File: config.mk
export PLATFORM = sky130hd
export DESIGN_NAME = irq_priority_ctrl
export DESIGN_NICKNAME = d
export VERILOG_FILES = /design/src/rtl/irq_pkg.sv /design/src/rtl/irq_sync_edge.sv /design/src/rtl/irq_priority_ctrl.sv
export SDC_FILE = /design/constraint.sdc
export NUM_CORES = 1
export LEC_CHECK = 0
export ABC_CLOCK_PERIOD_IN_PS = 3500
export CORE_UTILIZATION = 40
export CTS_CLUSTER_SIZE = 14
export DETAILED_ROUTE_END_ITERATION = 8
export GPL_ROUTABILITY_DRIVEN = 0
export PLACE_DENSITY_LB_ADDON = 0.3
export SLEW_MARGIN = 40
export SYNTH_ARGS = -nofsm -noshare
export SYNTH_HDL_FRONTEND = slang
export SYNTH_HIERARCHICAL = 1
export SYNTH_SLANG_ARGS = --single-unit
export TNS_END_PERCENT = 10
File: constraint.sdc
create_clock -name clk -period 3.5 [get_ports clk]
set_input_delay 0.7 -clock clk [delete_from_list [all_inputs] [get_ports clk]]
set_output_delay 0.7 -clock clk [all_outputs]
set_load 0.02 [all_outputs]
File: src/rtl/irq_pkg.sv
// Shared types and constants for the interrupt priority controller.
package irq_pkg;

    typedef enum logic [1:0] {
        StIdle      = 2'b00,
        StRequest   = 2'b01,
        StInService = 2'b10
    } irq_state_e;

    localparam int unsigned VEC_STRIDE      = 4;
    localparam int unsigned NUM_IRQ_DEFAULT = 8;

endpackage

File: src/rtl/irq_sync_edge.sv
// Per-source synchronizer, rising-edge detect and pending bit (edge or level mode).
module irq_sync_edge
    import irq_pkg::*;
(
    input  logic clk,
    input  logic rst_n,
    input  logic i_src,
    input  logic i_edge_sel,
    input  logic i_clear,
    output logic o_pending
);

    logic r_s1;
    logic r_s2;
    logic r_s3;
    logic r_pending;
    logic w_rise;
    logic w_pending_d;

    assign w_rise = r_s2 & ~r_s3;

    // A new edge beats a coincident acknowledge so the second event is not lost.
    always_comb begin
        w_pending_d = r_pending;
        if (i_edge_sel) begin
            if (w_rise) begin
                w_pending_d = 1'b1;
            end else if (i_clear) begin
                w_pending_d = 1'b0;
            end
        end else begin
            w_pending_d = r_s2;
        end
    end

    always_ff @(posedge clk or negedge rst_n) begin
        if (!rst_n) begin
            r_s1      <= 1'b0;
            r_s2      <= 1'b0;
            r_s3      <= 1'b0;
            r_pending <= 1'b0;
        end else begin
            r_s1      <= i_src;
            r_s2      <= r_s1;
            r_s3      <= r_s2;
            r_pending <= w_pending_d;
        end
    end

    assign o_pending = r_pending;

endmodule

File: src/rtl/irq_priority_ctrl.sv
// Fixed-priority interrupt controller: pending capture, request/acknowledge FSM and
// trap vector generation.
module irq_priority_ctrl
    import irq_pkg::*;
#(
    parameter int unsigned XLEN    = 32,
    parameter int unsigned NUM_IRQ = NUM_IRQ_DEFAULT,
    parameter int unsigned IDW     = $clog2(NUM_IRQ)
) (
    input  logic               clk,
    input  logic               rst_n,
    input  logic [NUM_IRQ-1:0] irq_src,
    input  logic [NUM_IRQ-1:0] irq_edge_sel,
    input  logic [NUM_IRQ-1:0] irq_mask,
    input  logic [XLEN-1:0]    vector_base,
    input  logic               vectored_mode,
    input  logic               irq_taken,
    input  logic               irq_complete,
    output logic               interrupt_pending,
    output logic [XLEN-1:0]    interrupt_vector,
    output logic [IDW-1:0]     active_id,
    output logic               in_service,
    output logic [NUM_IRQ-1:0] pending_bits
);

    irq_state_e r_state;
    irq_state_e w_state_d;
    logic [IDW-1:0]     r_active_id;
    logic [IDW-1:0]     w_active_id_d;
    logic [IDW-1:0]     w_sel_id;
    logic [NUM_IRQ-1:0] w_pending;
    logic [NUM_IRQ-1:0] w_masked;
    logic [NUM_IRQ-1:0] w_clear;
    logic [XLEN-1:0]    w_base_aligned;
    logic [XLEN-1:0]    w_offset;

    for (genvar g = 0; g < NUM_IRQ; g++) begin : g_src
        // Acknowledge only clears the source currently being requested.
        assign w_clear[g] = irq_taken && (r_state == StRequest) && (r_active_id == IDW'(g));

        irq_sync_edge u_sync_edge (
            .clk        (clk),
            .rst_n      (rst_n),
            .i_src      (irq_src[g]),
            .i_edge_sel (irq_edge_sel[g]),
            .i_clear    (w_clear[g]),
            .o_pending  (w_pending[g])
        );
    end

    assign w_masked = w_pending & irq_mask;

    // Scan from the top down so the lowest set index is the one left standing.
    always_comb begin
        w_sel_id = '0;
        for (int i = int'(NUM_IRQ) - 1; i >= 0; i--) begin
            if (w_masked[i]) begin
                w_sel_id = IDW'(i);
            end
        end
    end

    always_comb begin
        w_state_d     = r_state;
        w_active_id_d = r_active_id;
        unique case (r_state)
            StIdle: begin
                if (|w_masked) begin
                    w_state_d     = StRequest;
                    w_active_id_d = w_sel_id;
                end
            end
            StRequest: begin
                if (irq_taken) begin
                    w_state_d = StInService;
                end
            end
            StInService: begin
                if (irq_complete) begin
                    w_state_d = StIdle;
                end
            end
            default: begin
                w_state_d = StIdle;
            end
        endcase
    end

    always_ff @(posedge clk or negedge rst_n) begin
        if (!rst_n) begin
            r_state     <= StIdle;
            r_active_id <= '0;
        end else begin
            r_state     <= w_state_d;
            r_active_id <= w_active_id_d;
        end
    end

    assign w_base_aligned = vector_base & ~XLEN'(3);
    assign w_offset       = vectored_mode ? XLEN'(r_active_id) * XLEN'(VEC_STRIDE) : '0;

    assign interrupt_vector  = w_base_aligned + w_offset;
    assign interrupt_pending = (r_state == StRequest);
    assign in_service        = (r_state == StInService);
    assign active_id         = r_active_id;
    assign pending_bits      = w_pending;

endmodule

# Word level (Yosys, flattened, before mapping)
# Index checks and enable logic that the tools add are counted.
# word_totals
ff_bits	37
elab_cells	123
# classes
add_sub_neg	1
n_eq_ne	20
mux	37
n_bitwise	17
reduce_logical	14
# op_table
op	n
$add 32x5->32	1
$mux 1	24
$mux 3	8
$ne 3x1->1 const B	8
$eq 3x3->1 const B	4
$logic_and 1x1->1	9
$and 1x1->1	8
$and 8x8->8	1
$not 1->1	8
$reduce_or 8->1	1
$eq 3x2->1 const B	2
$mux 2	3
$ne 2x2->1 const B	3
$pmux 2 s3	1
$mux 5	1
$eq 3x1->1 const B	1
$logic_not 3->1	1
$reduce_and 3->1	1
$eq 2x1->1 const B	1
$eq 2x2->1 const B	1
$logic_not 2->1	1
$reduce_and 2->1	1

# Logic depth before layout (Yosys ltp)
# depth
word_depth	9
mapped_depth	8
mapped_depth_nobuf	8

# Modules after synthesis
# The synthesis kept the hierarchy.
# by_module_without_submodules
module	instances	cells_per_inst	area_per_inst_um2
irq_priority_ctrl	1	154	1092.3
irq_sync_edge	8	7	117.6

# Worst setup path after synthesis
# Ideal clock, no wire load.
# synth_timing
path_kind	in2out
start	in vectored_mode
end	out interrupt_vector[26]
arrival_ps	2434
required_ps	2800
slack_ps	366
stages	8
path_buffers	0
cell_sequence	and2_1 ha_1 inv_1 fa_1 nor2b_1 o211ai_1 nor4_1 xor2_1
# synth_between
elab_chain_len	2
# synth_lines
element	line	source
from (decl)	irq_priority_ctrl.sv:16	input logic vectored_mode,
$mux 5	irq_priority_ctrl.sv:100	assign w_offset = vectored_mode ? XLEN'(r_active_id) * XLEN'(VEC_STRIDE) : '0;
$add 32x5->32	irq_priority_ctrl.sv:102	assign interrupt_vector = w_base_aligned + w_offset;
to (decl)	irq_priority_ctrl.sv:20	output logic [XLEN-1:0] interrupt_vector,
# Every way passes these cells.

# Worst setup path after layout
# layout_timing
start	in vectored_mode
end	out interrupt_vector[24]
# Same word-level chain as after synthesis.

==> summary.txt <==
Routing
  – DR WL met2: 2810 µm
  – Antenna viol nets, final: 0
  – Post-DR wirelength/cell: 14.3 µm
  – Metal3 WL: 543 µm
  – Highest Signal Layer: met4
  – Total wire length: 5860 µm
  – First DRT Iteration DRCs: 70
  – DRT Pass-1 Iters: 5
  – Via/cell ratio: 5.13
  – DR DRC count: 0
  – Via count: 2097
  – Routed met1 length: 2400 µm

STA
  – Post-layout min period: 3.51 ns
  – WHS: 0.350 ns
  – Fmax: 285 MHz
  – Final WS setup: -0.0117 ns
  – Max Slew Vio Count: 0
  – Clock Skews: 0.00609 ns
  – RSZ-0062 raised after global routing: true
  – Final hold vios: 0
  – Crit share post-route: 100%
  – Final setup TNS: -0.0117 ns
  – # setup viols final: 1

Worst setup path
  – CP max-delay cell: fa_2
  – Crit-path cells: dlygate4sd2_1 > and2_1 > ha_2 > inv_2 > fa_2 > nor2b_2 > o211ai_1 > buf_4 > nor3_1 > xor2_1 > clkdlybuf4s15_2
  – Crit. End Element: output pin
  – R2R setup slack: 1.72 ns
  – CP max FO: 7
  – Worst Setup SP: vectored_mode
  – Data arrival time of the worst path: 2.81 ns
  – Worst R2R Start: r_state[1]
  – Worst setup path endpoint: interrupt_vector[24]
  – CP max stage delay: 0.40 ns
  – WP data required: 2.80 ns
  – Critical R2R Capture: g_src[0].u_sync_edge/o_pending
  – Critical path startpoint category: input port
  – Worst R2R Path Depth: 6
  – Critical path depth: 11
  – Worst path top cell family by delay: buffers and inverters
  – CP bufs+invs: 4
  – WS Path Type: input port to output pin

Global route
  – GRT overflow: 0
  – First-pass GRT wire length: 9090 µm
  – Initial antenna violation count: 0
  – Number of global-route vias before repair: 2002
  – Total GRT Usage: 22.4%
  – Largest net degree at the start of global routing: 38

Floorplan
  – Height of the die: 73.3 µm
  – Die width: 73.3 µm
  – Initial Util: 42.2%
  – Top Ports: 106
  – Die ar.: 5370 µm²
  – Core Box Area: 4820 µm²
  – Cell Rows: 25

Clocking
  – Sink Count: 37
  – Reg clk slew, reported paths: 0.07 ns
  – CTS tree: built
  – H-tree levels: 2
  – Worst-Skew Late Latency: 0.29 ns
  – Max clock buf depth: 2
  – Clock root cell: clkbuf_8
  – Total CTS buffers: 5

Yosys
  – Cell variety after synth: 34
  – Syn avg cell area: 9.68 µm²
  – Post-Syn Area: 2030 µm²
  – Register area share after synthesis: 45.5%
  – Synthesis-stage register bit count: 37
  – Post-Syn Instances: 210
  – Ys Warns: 6

Power
  – Power Density: 463 nW/µm²
  – Pleak: 1.50 nW
  – Total power: 1.58 mW
  – Worst VDD drop: 0.434 mV

Placement
  – Placed insts: 400
  – Pre-CTS setup slack: -0.765 ns
  – Hpwl dp: 4560 µm
  – Area post-placement: 3290 µm²
  – Port-buffer cells: 101

Layout
  – Area of the multi-input gates: 1090 µm²
  – Fin cells: 409
  – Layout cells sized above 1: 20.8%
  – Diode count: 0
  – Area Overhead vs Synth: 67.9%
  – Sequential cell area: 926 µm²
  – Nets@finish: 406
  – Layout fillers: 410
  – Design area: 3410 µm²
  – Utilization after layout: 70.9%

Outcome
  – Failing checks: negative setup slack
  – Status: finished, violations left

Min path
  – HP Class: input port to async pin

Flow run
  – Max capacitance violation total: 0
## kinds of logic after synthesis
| group | share of synthesized area [%] |
|---|---|
| compound gates | 10.7 |
| fa+ha+maj | 2.83 |
| simple gates | 24.4 |
| xor+xnor | 12.1 |
| other cells | 0.184 |
| buf+inv | 4.31 |
| flops | 45.5 |
## cell usage after synthesis
| master | instances | area, µm² |
|---|---|---|
| xor2_1 | 13 | 114 |
| nand3_1 | 7 | 35.0 |
| nor2_1 | 12 | 45.0 |
| and3_2 | 4 | 30.0 |
| or2_2 | 2 | 12.5 |
| conb_1 | 1 | 3.75 |
| inv_1 | 16 | 60.1 |
| nor2b_1 | 2 | 12.5 |
| nand4_4 | 1 | 21.3 |
| xnor2_1 | 15 | 131 |
| o2bb2ai_1 | 1 | 8.76 |
| and3_1 | 3 | 18.8 |
| o211ai_1 | 1 | 7.51 |
| a222oi_1 | 1 | 10.0 |
| nor4_1 | 3 | 18.8 |
| nand2b_1 | 3 | 18.8 |
| o21ai_0 | 4 | 20.0 |
| fa_1 | 1 | 20.0 |
| and4_1 | 2 | 17.5 |
| nor3_1 | 6 | 30.0 |
| a21oi_1 | 5 | 25.0 |
| and2_2 | 2 | 15.0 |
| a211oi_1 | 1 | 7.51 |
| a32o_1 | 9 | 90.1 |
| buf_4 | 3 | 22.5 |
| nand4_1 | 12 | 75.1 |
| and2_1 | 4 | 25.0 |
| a22oi_1 | 4 | 30.0 |
| a21boi_4 | 1 | 18.8 |
| dfrtp_1 | 37 | 926 |
| buf_2 | 1 | 5.00 |
| ha_1 | 3 | 37.5 |
| and4_4 | 1 | 11.3 |
| nand2_1 | 29 | 109 |
## layout make-up
class	instances	share of cell area, %
repair buffers	127	32.9
multi-input cells	154	31.8
flip-flops and latches	37	27.1
clock buffers	5	2.02
well taps	67	2.46
clock inverters	3	1.91
inverters	16	1.76
## repair_timing
action | 4_1_cts | 5_1_grt
hold buffers | 0 | 0
cloned | 0 | 0
setup buffers | 1 | 0
endpoints found under the setup margin | 28 | 18
pin swaps | 6 | 1
gates resized for setup | 55 | 27
## cell usage in the layout (no fill, tap or decap), types with 3 or more instances in the layout
cell type and n:
nand4_1 12, nand3_1 7, clkbuf_8 5, xor2_1 13, clkbuf_2 10, and2_1 4, nor4_4 3, a32o_1 9
nor2_1 12, a22oi_1 4, nand2b_1 3, dfrtp_1 37, nor3_1 4, o21ai_0 4, a21oi_1 5, inv_1 15
xnor2_1 15, nand2_1 29, buf_4 30, and3_2 4, dlygate4sd2_1 10, clkdlybuf4s50_1 72, and3_1 3
## worst register-to-register path, cell delays in order, from the launching register on
cell	delay [ns]
dfrtp_1	0.40
nor2b_1	0.24
nand2_1	0.13
or2_2	0.33
nor3_1	0.25
inv_1	0.07
a32o_1	0.25
## power breakdown
group / leakage, nW / switching (mW) / internal (mW)
logic: 0.998 / 0.325 / 0.307
registers: 0.432 / 0.0394 / 0.481
clock network: 0.0681 / 0.145 / 0.283
total: 1.50 / 0.509 / 1.07
## registers in the layout, summed over array words and instances (netlist names)
signal	flops
g_src.u_sync_edge/r_s1	8
g_src.u_sync_edge/r_s3	8
g_src.u_sync_edge/o_pending	8
active_id	3
g_src.u_sync_edge/r_s2	8
r_state	2
## worst min path at each step
stage,startpoint,to,slack (ns)
after floorplan,g_src[0].u_sync_edge/r_s1,g_src[0].u_sync_edge/r_s2,0.33
after global placement,g_src[2].u_sync_edge/r_s1,g_src[2].u_sync_edge/r_s2,0.33
after detailed placement,g_src[0].u_sync_edge/r_s1,g_src[0].u_sync_edge/r_s2,0.34
after CTS,g_src[6].u_sync_edge/r_s1,g_src[6].u_sync_edge/r_s2,0.35
after global routing,g_src[0].u_sync_edge/r_s1,g_src[0].u_sync_edge/r_s2,0.36
final,rst_n,g_src[6].u_sync_edge/r_s2,0.35
## routing by layer
metal,global-route usage (%),up-vias
met3,5.62,14
met4,5.98,0
li1,-,1000
met5,0,-
met2,39.0,112
met1,27.6,971
(Power assumes the default switching activity.)
